**config.mk**
```make
export PLATFORM = sky130hd
export DESIGN_NAME = sobel_grad_pipe
export DESIGN_NICKNAME = d
export VERILOG_FILES = /design/src/rtl/sobel_grad_pipe.sv
export SDC_FILE = /design/constraint.sdc
export NUM_CORES = 1
export LEC_CHECK = 0
export BUFFER_PORTS_ARGS = -buffer_cell sky130_fd_sc_hd__buf_2
export CAP_MARGIN = 20
export CORE_MARGIN = 4
export CORE_UTILIZATION = 30
export CTS_BUF_LIST = sky130_fd_sc_hd__clkbuf_8
export DETAILED_ROUTE_END_ITERATION = 8
export GPL_ROUTABILITY_DRIVEN = 1
export GPL_TIMING_DRIVEN = 0
export PLACE_DENSITY_LB_ADDON = 0.15
export SYNTH_ARGS = -nofsm -noshare
export SYNTH_HDL_FRONTEND = slang
export SYNTH_SLANG_ARGS = --single-unit
```
**constraint.sdc**
```tcl
create_clock -name i_clk -period 3.1 [get_ports i_clk]
set_input_delay 0.155 -clock i_clk [delete_from_list [all_inputs] [get_ports i_clk]]
set_output_delay 0.155 -clock i_clk [all_outputs]
set_load 0.02 [all_outputs]
```
**src/rtl/sobel_grad_pipe.sv**
```systemverilog
// Three-stage Sobel gradient pipeline on a 3x3 pixel window.
// Stage 1 registers the weighted kernel terms, stage 2 the Gx/Gy sums, and
// stage 3 the selected result and the edge flag. One global advance term
// stalls every stage together when a result is waiting on downstream.
module sobel_grad_pipe #(
    parameter int unsigned PIX_W = 4,
    parameter int unsigned CNT_W = 16
) (
    input  logic                 i_clk,
    input  logic                 i_rst,
    input  logic                 i_in_valid,
    output logic                 o_in_ready,
    input  logic [PIX_W-1:0]     i_p1,
    input  logic [PIX_W-1:0]     i_p2,
    input  logic [PIX_W-1:0]     i_p3,
    input  logic [PIX_W-1:0]     i_p4,
    input  logic [PIX_W-1:0]     i_p5,
    input  logic [PIX_W-1:0]     i_p6,
    input  logic [PIX_W-1:0]     i_p7,
    input  logic [PIX_W-1:0]     i_p8,
    input  logic [PIX_W-1:0]     i_p9,
    input  logic [1:0]           i_mode,
    input  logic [PIX_W+2:0]     i_thresh,
    input  logic                 i_cnt_clr,
    output logic                 o_out_valid,
    input  logic                 i_out_ready,
    output logic [PIX_W+3:0]     o_grad,
    output logic                 o_edge,
    output logic [CNT_W-1:0]     o_edge_count
);

    localparam int unsigned GW = PIX_W + 4;
    localparam int unsigned TW = PIX_W + 3;

    typedef logic signed [GW-1:0] term_t;

    typedef enum logic [1:0] {
        ModeGx  = 2'b00,
        ModeGy  = 2'b01,
        ModeMag = 2'b10,
        ModeRsv = 2'b11
    } mode_e;

    // Two's complement negation, kept explicit so the kernel terms read as in the maths.
    function automatic term_t f_neg(input term_t a);
        return ~a + term_t'(1);
    endfunction

    // Handshake / stall
    logic w_advance;
    logic w_out_hs;

    // Window pixels zero-extended into the signed result width
    term_t w_pix [9];

    // Stage 1 inputs and registers
    term_t            w_tx [6];
    term_t            w_ty [6];
    term_t            r_s1_tx [6];
    term_t            r_s1_ty [6];
    logic             r_s1_valid;
    logic [1:0]       r_s1_mode;
    logic [TW-1:0]    r_s1_thresh;

    // Stage 2 inputs and registers
    term_t            w_gx;
    term_t            w_gy;
    term_t            r_s2_gx;
    term_t            r_s2_gy;
    logic             r_s2_valid;
    logic [1:0]       r_s2_mode;
    logic [TW-1:0]    r_s2_thresh;

    // Stage 3 inputs and registers
    logic [GW-1:0]    w_gx_abs;
    logic [GW-1:0]    w_gy_abs;
    logic [GW-1:0]    w_mag;
    logic [GW-1:0]    w_grad;
    logic             w_edge;
    logic [GW-1:0]    r_grad;
    logic             r_edge;
    logic             r_out_valid;

    logic [CNT_W-1:0] r_edge_count;

    assign w_advance = !(r_out_valid && !i_out_ready);
    assign w_out_hs  = r_out_valid && i_out_ready;

    assign w_pix[0] = $signed({4'b0000, i_p1});
    assign w_pix[1] = $signed({4'b0000, i_p2});
    assign w_pix[2] = $signed({4'b0000, i_p3});
    assign w_pix[3] = $signed({4'b0000, i_p4});
    assign w_pix[4] = $signed({4'b0000, i_p5});
    assign w_pix[5] = $signed({4'b0000, i_p6});
    assign w_pix[6] = $signed({4'b0000, i_p7});
    assign w_pix[7] = $signed({4'b0000, i_p8});
    assign w_pix[8] = $signed({4'b0000, i_p9});

    // Weighted kernel terms: the centre pixel carries zero weight in both kernels
    always_comb begin
        w_tx[0] = w_pix[0];
        w_tx[1] = f_neg(w_pix[2]);
        w_tx[2] = w_pix[3] <<< 1;
        w_tx[3] = f_neg(w_pix[5] <<< 1);
        w_tx[4] = w_pix[6];
        w_tx[5] = f_neg(w_pix[8]);

        w_ty[0] = w_pix[0];
        w_ty[1] = w_pix[1] <<< 1;
        w_ty[2] = w_pix[2];
        w_ty[3] = f_neg(w_pix[6]);
        w_ty[4] = f_neg(w_pix[7] <<< 1);
        w_ty[5] = f_neg(w_pix[8]);
    end

    // Stage 1: capture the terms plus the per-beat mode and threshold
    always_ff @(posedge i_clk or posedge i_rst) begin
        if (i_rst) begin
            r_s1_valid  <= 1'b0;
            r_s1_mode   <= 2'b00;
            r_s1_thresh <= '0;
            for (int i = 0; i < 6; i++) begin
                r_s1_tx[i] <= '0;
                r_s1_ty[i] <= '0;
            end
        end else if (w_advance) begin
            r_s1_valid  <= i_in_valid;
            r_s1_mode   <= i_mode;
            r_s1_thresh <= i_thresh;
            for (int i = 0; i < 6; i++) begin
                r_s1_tx[i] <= w_tx[i];
                r_s1_ty[i] <= w_ty[i];
            end
        end
    end

    // Kernel sums: GW bits hold +/-4*(2^PIX_W-1) without overflow
    always_comb begin
        w_gx = r_s1_tx[0] + r_s1_tx[1] + r_s1_tx[2] + r_s1_tx[3] + r_s1_tx[4] + r_s1_tx[5];
        w_gy = r_s1_ty[0] + r_s1_ty[1] + r_s1_ty[2] + r_s1_ty[3] + r_s1_ty[4] + r_s1_ty[5];
    end

    // Stage 2: capture Gx, Gy and carry mode/threshold alongside
    always_ff @(posedge i_clk or posedge i_rst) begin
        if (i_rst) begin
            r_s2_valid  <= 1'b0;
            r_s2_gx     <= '0;
            r_s2_gy     <= '0;
            r_s2_mode   <= 2'b00;
            r_s2_thresh <= '0;
        end else if (w_advance) begin
            r_s2_valid  <= r_s1_valid;
            r_s2_gx     <= w_gx;
            r_s2_gy     <= w_gy;
            r_s2_mode   <= r_s1_mode;
            r_s2_thresh <= r_s1_thresh;
        end
    end

    // Magnitude, result select and edge decision; |Gx|+|Gy| tops out at 8*(2^PIX_W-1)
    always_comb begin
        w_gx_abs = r_s2_gx[GW-1] ? f_neg(r_s2_gx) : r_s2_gx;
        w_gy_abs = r_s2_gy[GW-1] ? f_neg(r_s2_gy) : r_s2_gy;
        w_mag    = w_gx_abs + w_gy_abs;
        w_edge   = w_mag > {1'b0, r_s2_thresh};
        w_grad   = w_mag;
        case (mode_e'(r_s2_mode))
            ModeGx:  w_grad = r_s2_gx;
            ModeGy:  w_grad = r_s2_gy;
            ModeMag: w_grad = w_mag;
            ModeRsv: w_grad = w_mag;
            default: w_grad = w_mag;
        endcase
    end

    // Stage 3: registered result, held while downstream stalls
    always_ff @(posedge i_clk or posedge i_rst) begin
        if (i_rst) begin
            r_out_valid <= 1'b0;
            r_grad      <= '0;
            r_edge      <= 1'b0;
        end else if (w_advance) begin
            r_out_valid <= r_s2_valid;
            r_grad      <= w_grad;
            r_edge      <= w_edge;
        end
    end

    // Saturating count of delivered edge beats; clear has priority
    always_ff @(posedge i_clk or posedge i_rst) begin
        if (i_rst) begin
            r_edge_count <= '0;
        end else if (i_cnt_clr) begin
            r_edge_count <= '0;
        end else if (w_out_hs && r_edge && (r_edge_count != '1)) begin
            r_edge_count <= r_edge_count + 1'b1;
        end
    end

    assign o_in_ready   = w_advance;
    assign o_out_valid  = r_out_valid;
    assign o_grad       = r_grad;
    assign o_edge       = r_edge;
    assign o_edge_count = r_edge_count;

endmodule

```
# Word level (Yosys, flattened, before mapping)
# Cells that the tools add are included.
dict set report word_totals {
  latch_bits 0
  output_inout_bits 27
  elab_cells 67
  ram_bits 0
  mem_bits_ro 0
  mem_count 0
  input_bits 50
  ff_bits 122
}
dict set report op_classes {
  n_div 0
  n_mux 5
  bitwise_logic 7
  reduce_logical 9
  add_sub_neg 19
  magnitude_cmp 1
  multipliers 0
  shift 0
  n_eq_ne 4
}
# cell n
set ops {}
lappend ops {{adder 8 x 2 -> 8 bit (second input constant)} 7}
lappend ops {{adder 8 bit} 6}
lappend ops {{2-to-1 mux 16 bit} 2}
lappend ops {{NOT 4 -> 8 bit} 3}
lappend ops {{one-hot mux 8 bit (3 select lines)} 1}
lappend ops {{adder 16 x 1 -> 16 bit (second input constant)} 1}
lappend ops {{2-to-1 mux 8 bit} 2}
lappend ops {{!= test 16 bit (second input constant)} 1}
lappend ops {{NOT 5 -> 8 bit} 2}
lappend ops {{NOT 8 bit} 2}
lappend ops {{adder 5 x 8 -> 8 bit} 1}
lappend ops {{adder 8 x 5 -> 8 bit} 1}
lappend ops {{adder 8 x 6 -> 8 bit} 1}
lappend ops {{greater-than comparator 8 x 7 -> 1 bit} 1}
lappend ops {{adder 6 x 4 -> 7 bit} 1}
lappend ops {{adder 4 x 5 -> 6 bit} 1}
lappend ops {{== test 2 bit (second input constant)} 2}
lappend ops {{logical AND 1 bit} 4}
lappend ops {{== test 2 x 1 -> 1 bit (second input constant)} 1}
lappend ops {{zero test 1 bit} 2}
lappend ops {{zero test 2 bit} 1}
lappend ops {{nonzero test 2 bit} 1}
lappend ops {{OR reduction 2 bit} 1}

# Logic depth before layout (Yosys ltp)
# Gate-level depths: netlist of the first run.
dict set report depth {
  word_depth 5
  mapped_depth 16
  ltp_nobuf 16
}

# Worst setup path before layout of the first run
# Ideal clock, no wire load.
dict set report synth_timing {
  kind {register to register}
  from {register r_s1_ty[2] (netlist name)}
  to {register r_s2_gx[6]}
  path_stages_with_launch 14
  setup_ps 135
  t_required_ps 2965
  arrival_ps 3203
  path_slack_ps -237
  path_cell_list {dfrtp_1 -> inv_1 -> fa_1 -> inv_1 -> fa_1 -> inv_1 -> fa_1 -> inv_1 -> ha_1 -> fa_1 -> a21o_1 -> a21oi_1 -> xor2_1 -> o21ai_0}
}
# element line_no
set synth_rtl {}
lappend synth_rtl {{end signal, assigned} 153} ;# r_s2_gx <= w_gx;
lappend synth_rtl {{end, declared} 68} ;# term_t r_s2_gx;

# Worst setup path after layout of the first run
dict set report layout_timing {
  from {register r_s1_tx[10] (netlist name)}
  to {register r_s2_gx[6]}
}
dict set report layout_via {
  elab_chain_cells 2
}
# element line_no
set layout_lines {}
lappend layout_lines {{start, declared} 59} ;# term_t r_s1_tx [6];
lappend layout_lines {{start signal, assigned by index} 131} ;# r_s1_tx[i] <= w_tx[i];
lappend layout_lines {{adder 8 x 5 -> 8 bit} 139} ;# w_gx = r_s1_tx[0] + r_s1_tx[1] + r_s1_tx[2] + r_s1_tx[3] + r_s1_tx[4] + r_s1_tx[5];
lappend layout_lines {{adder 8 bit} 139}
# Every way passes these cells.
# A chain may end at the register's enable or synchronous reset.

==> metrics, run 1 <==
Max-Cap Viols=0; dominant cells by area after synthesis=dfrtp_1 (40%), fa_1 (9.8%), ha_1 (8.9%); post-synthesis sequential area ratio=0.396; cell depth of the worst flop-to-flop path=13; clk root buf=clkbuf_8; Critical Path RT=3400 ps; share of cells above drive strength 1=0.210; H-tree depth=4; met3 usage in global routing=0.0316; Ports=77; Mapped Area=7150 µm²; top cell type's share of synthesized area=0.396; Worst Hold Class=primary input to flop; mux share of post-synthesis cell area=0.0126; Final Skew=15.2 ps; worst reg2reg startpoint=r_s1_tx[10]; Worst Tran Pin Value=769 ps; Setup WS pre-CTS=-558 ps; die width=162 µm; global-route met1 utilization=0.214; largest net degree at the start of global routing=39; hold_ws=25.4 ps; Final Critical Period=3370 ps; FFs w/ async S/R, synth=1.00; Synth area leader=dfrtp_1; cts bufs inserted=17; Critical R2R Capture=r_s2_gx[6]; met2 Use GR=0.270; final setup vio count=9; synth cell count leaders=nand2_1 (141), dfrtp_1 (113), inv_1 (84); CP arrival=3670 ps; Netlist cell types=50; Most Crowded Layer GR=met2; CP Class=flop to flop; all-layer global routing usage=0.161; Synth-to-Final Area Change=26.9%; Die ar.=26400 µm²; Post-Synthesis Cells=768; first-pass GRT wire length=32600 µm; YS warnings=0; setup ws final=-271 ps; Residual DRC=0; CP startpoint=r_s1_tx[10]; Top FF cell, synth=dfrtp_1; Placer Congestion=0.779; Iter 0 DRT Violations=212; total grt overflow=0; setup slack, reg-to-reg=-270 ps; status=complete, but fails checks; CP Capture Point=r_s2_gx[6]; CTS tree=yes; complex-gate fraction of the synthesized area=0.118; maximum root-to-sink buffer count=2; post-synthesis simple-gate area fraction=0.161; Via density=4.53; vias in the first global route=5896; clock latency on the worst-skew pair=440 ps; Hold Crit Start=i_p6[3]; clock net sink count=113; Via Count=5631; CP startpoint kind=flop; Slew headroom=0.487; Seq cells post-synth=113; Final Slew Violations=0; Die Span Y=162 µm; ant diodes=0; Hold Vio Cnt, Final=0; CP endpoint kind=flop; most common cell in the netlist=nand2_1; Post-DP HPWL=14900 µm; drt pass-1 iters=4; DRT antenna net count=0; nets=1046; Period Utilization, post-route=1.09; xor-xnor portion of the synthesized cell area=0.0637; Initial Utilization=0.304; Achievable Freq=0.297 GHz; syn_area_per_cell=9.31 µm²; number of fill cells=2411; largest family of logic cells by synthesized area=adder cells; clk slew on worst S/H paths=90 ps; port bufs=71; core area=23500 µm²; # rows=56; initial antenna violation count=0; failing checks=setup timing; Post-Synth Adder-Cell Area=0.187; Final Non-Filler Cells=1242; unrepaired setup endpoints after global routing=yes; Post-synth EDFFs=0; drt total wl=20300 µm; Mapped Nets=904; WL per Instance=16.3 µm; worst-path maximum fanout=3; placed cell count=1161
cells in the final DEF, fill, tap and decap left out, types with 8 or more instances in the layout:
| cell | netlist | routed |
|---|---|---|
| clkbuf_1 | 24 | 23 |
| xnor2_1 | 43 | 39 |
| o21ai_0 | 55 | 43 |
| inv_2 | 0 | 14 |
| dfrtp_1 | 113 | 113 |
| nor3_1 | 11 | 11 |
| buf_4 | 0 | 16 |
| xor2_1 | 9 | 8 |
| ha_1 | 51 | 43 |
| buf_2 | 3 | 74 |
| clkbuf_8 | 0 | 18 |
| a21o_1 | 10 | 10 |
| a21oi_1 | 33 | 26 |
| nor2_1 | 61 | 59 |
| dlygate4sd3_1 | 0 | 32 |
| fa_1 | 35 | 30 |
| nand2_1 | 141 | 140 |
| o21ai_1 | 0 | 9 |
| mux2i_1 | 9 | 9 |
| inv_1 | 84 | 69 |
how the worst min path moves through the flow:
stage | cells after the start | slack [ps] | to
3_3_place_gp | 3 | 350 | r_s1_thresh[3]
6_report | 3 | 30 | r_s1_tx[20]
5_1_grt | 3 | 10 | r_s1_tx[20]
3_5_place_dp | 2 | 190 | o_grad[4]
4_1_cts | 3 | 2 | r_s1_tx[20]
2_1_floorplan | 2 | 270 | r_s1_mode[0]
critical path, stage by stage, from the launching register on:
cell     delay, ps
dfrtp_1        340
inv_2           50
fa_1           560
inv_2           50
fa_1           540
inv_1           50
fa_1           490
inv_2           50
ha_4           170
fa_2           350
a21o_1         180
a21oi_2        130
xor2_1         200
o21ai_1         80
state kept, by name (all words and copies together), names as in the netlist, 7 cells and up:
register,cells
o_edge_count,16
o_grad,8
r_s1_thresh,7
r_s1_tx,20
r_s1_ty,31
r_s2_gx,8
r_s2_gy,8
r_s2_thresh,7
through the flow:
step / setup TNS [ps] / util / area (µm²)
after floorplan: -89.4 / - / 7220
after global placement: -2640 / 0.340 / 7970
after detailed placement: -2750 / 0.342 / 8030
after CTS: -1850 / 0.381 / 8950
after global routing: -2960 / 0.386 / 9070
final: -1670 / 0.386 / 9070
metal layers:
layer / part of all wire / vias to the layer above / wire [µm]
li1: - / 2828 / -
met2: 0.48 / 77 / 9790
met4: 0.014 / 0 / 280
met3: 0.030 / 17 / 618
met1: 0.47 / 2709 / 9610
met5: 0 / - / 0
cells by family after synthesis:
logic type / count (synthesis)
xor gates and xnor gates: 52
muxes: 9
buffers and inverters: 114
AOI/OAI and AO/OA: 137
adders and majority gates: 86
and+or+nand+nor: 257
DFF: 113
what timing repair did:
action,in CTS,in global routing
setup buffers,13,6
resized for setup,31,21
hold buffers,32,0
pin swaps,28,20
hold endpoints to repair,45,0
setup endpoints to repair,10,11
cell type report:
type	instances	area, µm²	share of cell area
Buffer	29	120	0.0132
Clock buffer	18	248	0.0273
Clock inverter	14	153	0.0168
Inverter	84	319	0.0352
Multi-Input combinational cell	541	4130	0.455
Sequential cell	113	2830	0.312
Tap cell	319	399	0.0440
Timing Repair Buffer	124	878	0.0968
Power of run 1 is not shown: default switching activity piles up to over one toggle a cycle in this logic, so the estimate is an artifact.
==> run 2, diff against run 1 <==
clock period = 3.7 ns   (was 3.1 ns; I/O delays follow)
==> run 2 against run 1 <==
  * The run now ends clean
  * Sequential share of layout area rose by 1.2 points
  * Flip-flop and latch count did not move
  * Wire length fell by 3.5%
  * Clock-buffer cell count fell by 1
  * Register-to-register slack improved by 460 ps
  * Worst hold slack improved by 23 ps
  * Final cell count fell by 1.9%
  * Fmax fell by 3.9%
  * Via count fell by 1.8%
  * Global-route usage fell by 0.35 points
  * Die area did not move
  * Critical endpoint is now r_s2_gx[7]
  * Highest routed layer unchanged
==> metrics, run 2 (synthesis gave the netlist of run 1 again) <==
status=completed; Most flops, register=r_s1_ty; Ports=77 (unchanged); most common cell after layout, fill and taps aside=nand2_1; clk slew on worst S/H paths=80 ps (about the same); Iter 0 DRT Violations=277 (+31%); CP arrival=3790 ps (+120 ps); H-tree depth=4 (unchanged); cts bufs inserted=17 (unchanged); unrepaired setup endpoints after global routing=no; die width=162 µm (unchanged); Final Critical Period=3510 ps (+137 ps); setup TNS=0 ps (+1670 ps); Hold Vio Cnt, Final=0 (unchanged); area of the multi-input gates=3980 µm² (-3.4%); Die ar.=26400 µm² (unchanged); clock net sink count=113 (unchanged); Finished Core Util=0.372 (-0.0147); Hold Crit Start=i_p8[1]; nets=1022 (-2.3%); Initial Utilization=0.304 (unchanged); Cell Pwr Density=1080 nW/µm²; Slew headroom=0.434 (-0.0526); met3 usage in global routing=0.0337 (+0.00202); worst-path maximum fanout=2 (-1); setup ws final=192 ps (+463 ps); largest net degree at the start of global routing=75 (+92%); maximum root-to-sink buffer count=2 (unchanged); Via Count=5527 (-1.8%); Die Span Y=162 µm (unchanged); vias in the first global route=5713 (-3.1%); CP endpoint kind=flop; most frequent cells in the layout=nand2_1 (141), dfrtp_1 (112), inv_1 (83); Worst Hold Class=primary input to flop; core area=23500 µm² (unchanged); Via density=4.54 (about the same); all-layer global routing usage=0.157 (-0.00345); max reg flops=31 (unchanged); Setup WS pre-CTS=-261 ps (+297 ps); worst reg2reg startpoint=r_s1_ty[3]; drt total wl=19600 µm (-3.5%); hold_ws=48.6 ps (+23.2 ps); Reg area=2830 µm² (about the same); global-route met1 utilization=0.219 (+0.00444); met2 Use GR=0.253 (-0.0174); leakage=4.08 nW; Final Skew=12.2 ps (-2.93 ps); DRT antenna net count=0 (unchanged); drt pass-1 iters=4 (unchanged); Final Slew Violations=0 (unchanged); clk root buf=clkbuf_8; first-pass GRT wire length=32100 µm (-1.6%); Placer Congestion=0.801 (+2.8%); final setup vio count=0 (-9); Residual DRC=0 (unchanged); Most Crowded Layer GR=met2; CP startpoint kind=flop; total grt overflow=0 (unchanged); CTS tree=yes; Synth-to-Final Area Change=22.1%; Post-DP HPWL=14700 µm (-1.8%); WL per Instance=16.1 µm (-1.6%); port bufs=71 (unchanged); Max-Cap Viols=0 (unchanged); # rows=56 (unchanged); Worst Tran Pin Value=848 ps (+78.9 ps); CP Class=flop to flop; Achievable Freq=0.285 GHz (-3.9%); share of cells above drive strength 1=0.160 (-0.0500); clock latency on the worst-skew pair=440 ps (about the same); Critical Path RT=3980 ps (+580 ps); number of fill cells=2418 (+0.29%); Period Utilization, post-route=0.948 (-0.139); initial antenna violation count=0 (unchanged); Final Power=9.45 mW; ant diodes=0 (unchanged); CP startpoint=r_s1_ty[3]; Worst IR Drop VDD=436 µV
[run 2: cell count changes in the layout (fill, tap and decap cells not counted), moves of 3 or more]
cell	before	now
ha_1	43	48
inv_2	14	0
o21ai_1	9	0
ha_4	5	1
buf_4	16	2
a21oi_1	26	29
inv_1	69	83
xnor2_1	39	42
dlygate4sd3_1	32	26
buf_12	3	0
o21ai_0	43	54
[run 2: where the power goes]
| group | total, mW | leakage, nW | internal (mW) | switching [mW] |
|---|---|---|---|---|
| sequential | 1.89 | 1.34 | 1.61 | 0.282 |
| clock | 1.27 | 0.204 | 0.673 | 0.594 |
| combinational | 6.29 | 2.54 | 2.74 | 3.56 |
[run 2: critical path, stage by stage, from the launching register on]
cell,delay (ps)
dfrtp_1,390
inv_1,100
fa_1,540
inv_1,50
fa_1,470
inv_1,50
fa_1,520
inv_1,70
ha_1,320
a211oi_2,260
o21bai_1,110
a21oi_1,180
xnor2_1,180
a21oi_1,100
[run 2: area by class of cell]
cell class,instances,area share
tap,319,0.0457
clock inverter,15,0.0207
sequential,113,0.324
clock buffer,17,0.0268
timing repair buffer,100,0.0754
inverter,84,0.0367
buffer,29,0.0138
multi-input combinational,541,0.457
[run 2: final timing paths]
check	to	cells after the start	slack (ps)
max	r_s2_gx[7]	13	190
min	r_s1_ty[14]	3	50
max reg2reg	r_s2_gx[7]	13	190
min reg2reg	r_s1_thresh[5]	2	470
max in group asynchronous	r_s1_ty[26]	4	2680
min in group asynchronous	o_grad[4]	3	310
[run 2: repair_timing]
item	CTS	global route
setup endpoints to repair	2	4
setup buffers	0	2
resized for setup	4	21
hold buffers	26	0
pin swaps	0	4
gates cloned	0	0
hold endpoints to repair	63	0
[run 2: routing by layer]
layer | routed length, µm | up-vias
met1 | 9630 | 2659
met4 | 252 | 0
li1 | - | 2763
met5 | 0 | -
met3 | 607 | 12
met2 | 9090 | 93
[run 2: through the flow]
step,instance area (µm²),cells
after floorplan,7150,768
after global placement,7900,1158
after detailed placement,7930,1159
after CTS,8620,1217
after global routing,8720,1218
final,8720,1218
(Power assumes the default switching activity.)
